<file path="config.mk">
export PLATFORM = sky130hd
export DESIGN_NAME = iscas_bist_ctrl
export DESIGN_NICKNAME = d
export VERILOG_FILES = /design/src/rtl/iscas_bist_pkg.sv /design/src/rtl/bist_lfsr.sv /design/src/rtl/iscas_bist_ctrl.sv
export SDC_FILE = /design/constraint.sdc
export NUM_CORES = 1
export LEC_CHECK = 0
export CAP_MARGIN = 20
export CORE_MARGIN = 4
export CORE_UTILIZATION = 42
export DETAILED_ROUTE_END_ITERATION = 16
export GPL_TIMING_DRIVEN = 0
export PLACE_DENSITY = 0.66
export SYNTH_ARGS = -nofsm -noshare
export SYNTH_HDL_FRONTEND = slang
export SYNTH_SLANG_ARGS = --single-unit
</file>
<file path="constraint.sdc">
create_clock -name CK -period 4.5 [get_ports CK]
set_clock_uncertainty 0.2 [all_clocks]
set_input_delay 0.45 -clock CK [delete_from_list [all_inputs] [get_ports CK]]
set_output_delay 0.45 -clock CK [all_outputs]
set_load 0.03 [all_outputs]
</file>
<file path="src/rtl/iscas_bist_pkg.sv">
// Shared types and constants for the ISCAS BIST controller.
// The same 8-bit shift function serves both the pattern LFSR and the MISR.
package iscas_bist_pkg;

    localparam int REG_W = 8;
    localparam logic [REG_W-1:0] TAP_MASK = 8'hB8;

    typedef enum logic [1:0] {
        ST_IDLE,
        ST_INIT,
        ST_RUN,
        ST_DONE
    } bist_state_e;

    // Fibonacci step: shift left, feed back the parity of the tapped bits, then fold in xin.
    function automatic logic [REG_W-1:0] shift_next(input logic [REG_W-1:0] q,
                                                    input logic [REG_W-1:0] mask,
                                                    input logic [REG_W-1:0] xin);
        return {q[REG_W-2:0], ^(q & mask)} ^ xin;
    endfunction

endpackage

</file>
<file path="src/rtl/bist_lfsr.sv">
// 8-bit Fibonacci shift register with an XOR-in vector.
// With a zero XOR-in it acts as a pattern LFSR; with the CUT response folded in, it acts as a MISR.
module bist_lfsr
    import iscas_bist_pkg::*;
#(
    parameter logic [REG_W-1:0] MASK    = TAP_MASK,
    parameter logic [REG_W-1:0] RST_VAL = '0
) (
    input  logic             clk_i,
    input  logic             rst_ni,
    input  logic             load_i,
    input  logic [REG_W-1:0] load_val_i,
    input  logic             en_i,
    input  logic [REG_W-1:0] xin_i,
    output logic [REG_W-1:0] q_o
);

    logic [REG_W-1:0] state_q;
    logic [REG_W-1:0] state_d;

    // A load takes priority so that a run can restart on the same edge it is requested.
    always_comb begin
        state_d = state_q;
        if (load_i) begin
            state_d = load_val_i;
        end else if (en_i) begin
            state_d = shift_next(state_q, MASK, xin_i);
        end
    end

    always_ff @(posedge clk_i) begin
        if (!rst_ni) begin
            state_q <= RST_VAL;
        end else begin
            state_q <= state_d;
        end
    end

    assign q_o = state_q;

endmodule

</file>
<file path="src/rtl/iscas_bist_ctrl.sv">
// BIST controller for an ISCAS benchmark: applies an initialising pattern, then N_PAT LFSR
// patterns to the CUT, compacting its responses into an 8-bit MISR signature checked against GOLDEN.
module iscas_bist_ctrl
    import iscas_bist_pkg::*;
#(
    parameter int               PI_W     = 4,
    parameter int               PO_W     = 1,
    parameter int               N_PAT    = 255,
    parameter int               INIT_CYC = 4,
    parameter logic [PI_W-1:0]  INIT_PAT = '0,
    parameter logic [REG_W-1:0] SEED     = 8'h01
) (
    input  logic             CK,
    input  logic             RSTN,
    input  logic             START,
    input  logic [REG_W-1:0] GOLDEN,
    input  logic [PO_W-1:0]  RESP,
    output logic [PI_W-1:0]  PAT,
    output logic             BUSY,
    output logic             DONE,
    output logic             PASS,
    output logic [REG_W-1:0] SIG
);

    localparam logic [7:0] INIT_LAST = (INIT_CYC > 0) ? 8'(INIT_CYC - 1) : 8'd0;
    localparam logic [7:0] RUN_LAST  = 8'(N_PAT - 1);

    bist_state_e      state_q;
    bist_state_e      state_d;
    logic [7:0]       cnt_q;
    logic [7:0]       cnt_d;
    logic             pass_q;
    logic             pass_d;

    logic             launch;
    logic             advance;
    logic             last_run;
    logic [REG_W-1:0] lfsr_q;
    logic [REG_W-1:0] misr_q;
    logic [REG_W-1:0] misr_next;
    logic [REG_W-1:0] resp_ext;
    logic             unused_lfsr_bits;

    assign launch   = START && ((state_q == ST_IDLE) || (state_q == ST_DONE));
    assign advance  = (state_q == ST_RUN);
    assign last_run = advance && (cnt_q == RUN_LAST);

    always_comb begin
        resp_ext             = '0;
        resp_ext[PO_W-1:0]   = RESP;
    end

    assign misr_next        = shift_next(misr_q, TAP_MASK, resp_ext);
    assign unused_lfsr_bits = ^lfsr_q;

    always_ff @(posedge CK) begin
        if (!RSTN) begin
            state_q <= ST_IDLE;
        end else begin
            state_q <= state_d;
        end
    end

    always_comb begin
        state_d = state_q;
        case (state_q)
            ST_IDLE, ST_DONE: begin
                if (START) begin
                    state_d = (INIT_CYC > 0) ? ST_INIT : ST_RUN;
                end
            end
            ST_INIT: begin
                if (cnt_q == INIT_LAST) begin
                    state_d = ST_RUN;
                end
            end
            ST_RUN: begin
                if (cnt_q == RUN_LAST) begin
                    state_d = ST_DONE;
                end
            end
            default: state_d = ST_IDLE;
        endcase
    end

    // One counter times both phases; it restarts at every phase change so it never wraps.
    always_comb begin
        cnt_d  = '0;
        pass_d = pass_q;
        if ((state_q == ST_INIT || state_q == ST_RUN) && (state_d == state_q)) begin
            cnt_d = cnt_q + 8'd1;
        end
        if (launch) begin
            pass_d = 1'b0;
        end else if (last_run) begin
            pass_d = (misr_next == GOLDEN);
        end
    end

    always_ff @(posedge CK) begin
        if (!RSTN) begin
            cnt_q  <= '0;
            pass_q <= 1'b0;
        end else begin
            cnt_q  <= cnt_d;
            pass_q <= pass_d;
        end
    end

    always_comb begin
        PAT  = '0;
        BUSY = 1'b0;
        DONE = 1'b0;
        PASS = 1'b0;
        case (state_q)
            ST_INIT: begin
                PAT  = INIT_PAT;
                BUSY = 1'b1;
            end
            ST_RUN: begin
                PAT  = lfsr_q[PI_W-1:0];
                BUSY = 1'b1;
            end
            ST_DONE: begin
                DONE = 1'b1;
                PASS = pass_q;
            end
            default: ;
        endcase
    end

    bist_lfsr #(
        .MASK    (TAP_MASK),
        .RST_VAL (SEED)
    ) u_pat_lfsr (
        .clk_i      (CK),
        .rst_ni     (RSTN),
        .load_i     (launch),
        .load_val_i (SEED),
        .en_i       (advance),
        .xin_i      ('0),
        .q_o        (lfsr_q)
    );

    bist_lfsr #(
        .MASK    (TAP_MASK),
        .RST_VAL ('0)
    ) u_misr (
        .clk_i      (CK),
        .rst_ni     (RSTN),
        .load_i     (launch),
        .load_val_i ('0),
        .en_i       (advance),
        .xin_i      (resp_ext),
        .q_o        (misr_q)
    );

    assign SIG = misr_q;

endmodule
</file>
# Yosys cells after proc, flatten, opt, wreduce, memory -nomap -nowiden
# Index checks and enable logic that the tools add are counted.
classes:
  add_sub_neg: 1
  eq_ne: 7
  mux: 8
  n_bitwise: 2
  reduce_logical: 12
ops:
  columns: ["op", "n"]
  rows:
  - ["$reduce_xor A8 Y1", 2]
  - ["$add A8 B1 Y8 const B", 1]
  - ["$eq A8 B2 Y1 const B", 1]
  - ["$eq A8 B8 Y1", 1]
  - ["$eq A8 B8 Y1 const B", 1]
  - ["$xor A8 B1 Y8", 1]
  - ["$mux W2", 3]
  - ["$pmux W2 S3", 1]
  - ["$reduce_or A2 Y1", 3]
  - ["$eq A2 B2 Y1 const B", 2]
  - ["$mux W4", 1]
  - ["$logic_and A1 B1 Y1", 3]
  - ["$mux W1", 3]
  - ["$eq A2 B1 Y1 const B", 1]
  - ["$eq A2 B2 Y1", 1]
  - ["$logic_not A2 Y1", 1]
  - ["$logic_or A1 B1 Y1", 2]
  - ["$reduce_and A2 Y1", 1]
  - ["$not A1 Y1", 1]
word_totals:
  regBits: 27
  output_inout_bits: 15
  elab_cells: 35

# Depth between registers and ports, before layout
# Gate-level depths: netlist of the first run.
depth:
  word_depth: 6
  mapped_depth: 6
  ltp_nobuf: 6

# Cells and area by module
# From an unflattened synthesis of the first run, not the netlist that was laid out.
unflattened:
  cells_unflattened: 194
  hier_area_um2: 1773.0
modules_own_cells:
  columns: ["mod", "instances", "cells_each", "area_per_inst_um2"]
  rows:
  - ["iscas_bist_ctrl", 1, 86, 812.0]
  - ["bist_lfsr at u_misr", 1, 53, 493.0]
  - ["bist_lfsr at u_pat_lfsr", 1, 55, 467.9]

# Worst setup path before layout of the first run
# OpenSTA, ideal clock, no wires.
synth_path:
  kind: "reg2reg"
  start: "register state_q[0]"
  end: "register cnt_q[2]"
  setup_ns: 0.064
  arrival_ns: 1.526
  slack_ns: 2.710
  path_stages_with_launch: 7
  n_path_buf: 0
  synth_period_minus_slack_ns: 1.790
  cell_sequence: "dfxtp_1 inv_1 ha_1 or4_1 o211ai_1 o21bai_2 nor2_1"
synth_between:
  elab_chain_len: 6
synth_rtl:
  columns: ["element", "line_no", "source"]
  rows:
  - ["start, declared", "iscas_bist_ctrl.sv:28", "bist_state_e state_q;"]
  - ["start signal, assigned", "iscas_bist_ctrl.sv:60", "state_q <= state_d;"]
  - ["$eq A2 B2 Y1 or $logic_not A2 Y1 (tied branches)", "iscas_bist_ctrl.sv:66", "case (state_q)"]
  - ["$reduce_or A2 Y1", "iscas_bist_ctrl.sv:66", null]
  - ["$pmux W2 S3", "iscas_bist_ctrl.sv:66", null]
  - ["$eq A2 B2 Y1", "iscas_bist_ctrl.sv:90", "if ((state_q == ST_INIT || state_q == ST_RUN) && (state_d == state_q)) begin"]
  - ["$logic_and A1 B1 Y1 *", "iscas_bist_ctrl.sv:90", null]
  - ["$reduce_and A2 Y1 (no source line) *", null, null]
  - ["end signal, assigned", "iscas_bist_ctrl.sv:105", "cnt_q <= cnt_d;"]
  - ["end, declared", "iscas_bist_ctrl.sv:30", "logic [7:0] cnt_q;"]
# Every way passes the cells marked *; elsewhere a longest branch is shown, timed or not.
# A chain may end at the register's enable or synchronous reset.

# Final worst setup path of the first run
layout_path:
  start: "register state_q[0]"
  end: "output port PAT[3]"
layout_between:
  elab_chain_len: 2
layout_rtl:
  columns: ["element", "line_no", "source"]
  rows:
  - ["$eq A2 B2 Y1", "iscas_bist_ctrl.sv:115", "case (state_q)"]
  - ["$mux W4", "iscas_bist_ctrl.sv:115", null]
  - ["end, declared", "iscas_bist_ctrl.sv:18", "output logic [PI_W-1:0] PAT,"]
# Every way passes these cells.

==> results.py, run 1 <==
metrics = {
    "synthesis": {
        "synth_top_family_by_area": "simple AND/OR/NAND/NOR gates",
        "ys_top_cells_by_count": "dfxtp_1, nor2_1, mux2i_1, a21oi_1, xor2_1",
        "ys_ff_latch": 27,
        "synth-xor-area-share_pct": 14.9,
        "ys.flop_type": "dfxtp_1",
        "yosysTopAreaCell": "dfxtp_1",
        "async_reset_ff_share_pct": 0,
        "synth_cell_type_count": 33,
        "yosysSeqAreaShare_pct": 39.1,
        "synth_nets": 165,
        "postSynthCellCount": 148,
        "synth_compound_area_share_pct": 8.42,
        "synth_edf_count": 0,
        "synth_area_um2": 1380,
        "synth-simple-area-share_pct": 18.9,
        "synthAdderAreaFrac_pct": 4.52,
        "yosys_warnings": 0,
        "muxShareOfSynthArea_pct": 7.96,
        "synth_top_area_share_pct": 39.1,
        "synth.avg_cell_area_um2": 9.34,
        "synthTopCellsByArea": "dfxtp_1, mux2i_1, nor2_1, xor2_1, xnor2_1",
    },
    "setup_path": {
        "critPathKind": "flop to output port",
        "cp-start-kind": "flop",
        "crit_chain": "inv_1 -> ha_1 -> buf_2 -> and2_1 -> clkdlybuf4s50_1",
        "cp_max_fo": 10,
        "slowest_delay_ns": 0.68,
        "cpMaxStageDelayCell": "clkdlybuf4s50_1",
        "worstSetupEndpointType": "output port",
        "cp.arrival_ns": 2.14,
        "cp.required_ns": 3.85,
        "worstRegToRegCells": 6,
    },
    "die": {
        "die_w_um": 65.4,
        "fp.dieArea_um2": 4270,
        "start_util_pct": 44.6,
        "row_count": 20,
        "io_pins": 27,
        "fp.dieH_um": 65.4,
        "core_area_um2": 3100,
    },
    "power": {
        "peakVddDrop_uv": 146,
        "p_leak_nw": 0.654,
        "p_clk_share_pct": 15.2,
        "combPwrFrac_pct": 43.3,
        "sequentialPowerShare_pct": 41.6,
        "p_switching_w": 0.000266,
        "swShare_pct": 39.2,
        "p_per_area_nw_per_um2": 393,
        "internal_power_w": 0.000413,
        "finalPower_w": 0.000679,
    },
    "cells_and_area": {
        "final_nets": 196,
        "syn2layout_area_growth_pct": 24.8,
        "antenna_cells": 0,
        "multi_input_area_um2": 757,
        "seqCellArea_um2": 541,
        "drive_gt1_share_pct": 9.55,
        "fill_cells": 303,
    },
    "sta": {
        "layout_min_cycle_time_ns": 2.79,
        "worst_slack_ns": 1.71,
        "finalMaxSlewViolations": 0,
        "fmax_mhz": 359,
        "rsz0062_at_grt": "false",
        "finalSetupViolCount": 0,
        "hold_violations": 0,
        "period_share_pct": 61.9,
        "setup_tns_ns": 0,
        "relSlewSlack_pct": 72.1,
        "tightest_slew_ns": 0.419,
    },
    "detailed_routing": {
        "avgViaCountPerCell": 4.85,
        "routed_wl_um": 2610,
        "drc": 0,
        "first_pass_iters": 4,
        "vias": 1076,
        "drt_iter0_drc": 71,
        "ant_nets": 0,
        "wl_per_cell_um": 11.7,
    },
    "clock_tree": {
        "htreeDepth": 1,
        "cts_sinks": 27,
        "cts_setup_buffers": 0,
        "cts_tree": "built",
        "cts_buffers": 3,
        "cts_hold_buffers": 0,
        "cts_resized": 0,
        "clkTransAtPathRegs_ns": 0.14,
        "clk_path_buf_depth": 2,
        "cts-root-buf": "clkbuf_4",
        "clock_latency_ns": 0.32,
    },
    "global_route": {
        "grt_max_degree": 16,
        "grtUsageTotal_pct": 13.3,
        "grt_pass1_wl_um": 4550,
        "antenna_found_initial": 0,
        "overflow": 0,
        "grt_pass1_vias": 1081,
    },
    "outcome": {
        "status": "complete, no violations",
    },
    "job": {
        "maxCapViolations": 0,
    },
    "placement": {
        "place_congestion": 0.880,
        "place_ws_ns": 2.09,
        "post-dp-hpwl_um": 2030,
        "portBuffers": 26,
    },
    "worst_hold_path": {
        "hp-class": "flop to flop",
        "hold_path_depth": 1,
    },
}
==> power groups by stage <==
stage	combinational [W]	clock, W	sequential, W
after floorplan	0.000214	0	0.000281
after global placement	0.000287	0	0.000285
after detailed placement	0.000294	0	0.000287
after CTS	0.000295	0.000108	0.000282
after global routing	0.000324	0.000117	0.000286
final	0.000294	0.000103	0.000282
==> final timing paths <==
path                   start  slack [ns]        to
hold reg to reg     cnt_q[0]        0.28  cnt_q[0]
setup / recovery  state_q[0]        1.71    PAT[3]
hold / removal      cnt_q[0]        0.28  cnt_q[0]
setup reg to reg  state_q[0]        2.46  cnt_q[7]
==> through the flow <==
stage / cell area, um^2 / cells / hold slack [ns] / util (%)
after floorplan: 1380 / 148 / 0.230 / -
after global placement: 1700 / 218 / 0.248 / 54.7
after detailed placement: 1700 / 218 / 0.255 / 54.7
after CTS: 1730 / 222 / 0.287 / 55.6
after global routing: 1730 / 222 / 0.323 / 55.6
final: 1730 / 222 / 0.281 / 55.6
==> placed cells by master, fill, tap and decap left out, types with 2 or more instances in the layout <==
cell | netlist | final
a21oi_1 | 10 | 10
and2_1 | 5 | 5
buf_2 | 2 | 2
buf_4 | 7 | 7
clkbuf_4 | 0 | 3
clkdlybuf4s50_1 | 0 | 26
dfxtp_1 | 27 | 27
ha_1 | 5 | 5
inv_1 | 5 | 5
mux2i_1 | 11 | 11
nand2_1 | 4 | 4
nand3_1 | 3 | 3
nand4_1 | 3 | 3
nor2_1 | 27 | 27
nor3_1 | 2 | 2
o21ai_0 | 2 | 2
xnor2_1 | 8 | 8
xor2_1 | 10 | 10
==> layer usage <==
metal / share of wire [%] / GRT usage, % / vias to the layer above
met2: 45 / 21.7 / 35
met5: 0 / 0 / -
li1: - / - / 550
met3: 5.0 / 3.42 / 6
met4: 1.9 / 5.44 / 0
met1: 48 / 16.5 / 485
==> registers in the layout, indices dropped and copies added, names as in the netlist <==
signal and count:
cnt_q 8, u_pat_lfsr.q_o 8, pass_q 1, state_q 2
u_misr.q_o 8
==> area by class of cell <==
cell class,instances,area share [%]
clock inverters,1,0.290
well taps,44,3.19
multi-input cells,106,43.9
clock buffers,3,1.31
inverters,5,1.09
flip-flops and latches,27,31.3
plain buffers,10,3.84
repair buffers,26,15.1
==> worst max-delay path, delay by kind of cell, from the launching register on <==
family        cells  cell delay (ns)
fa+ha+maj         1             0.23
simple gates      1             0.18
buf+inv           3             1.00
flops             1             0.41
==> kinds of logic after synthesis <==
family,Yosys count
xor+xnor,20
buf+inv,15
fa+ha+maj,5
compound gates,19
mux,11
flops,27
simple gates,51
Power figures use the tool's default switching activity.
==> run 2, diff against run 1 <==
clock period = 2.8 ns   (was 4.5 ns; I/O delays follow)
==> results of run 2 <==
Same layout as run 1 (identical final DEF). Status: complete, no violations.
Main changes from that run: setup slack after placement 2.09 ns -> 0.564 ns; setup slack after layout 1.71 ns -> 0.182 ns; register-to-register setup slack 2.46 ns -> 0.76 ns; total power 0.000679 W -> 0.00109 W; worst IR drop on VDD 146 uV -> 234 uV
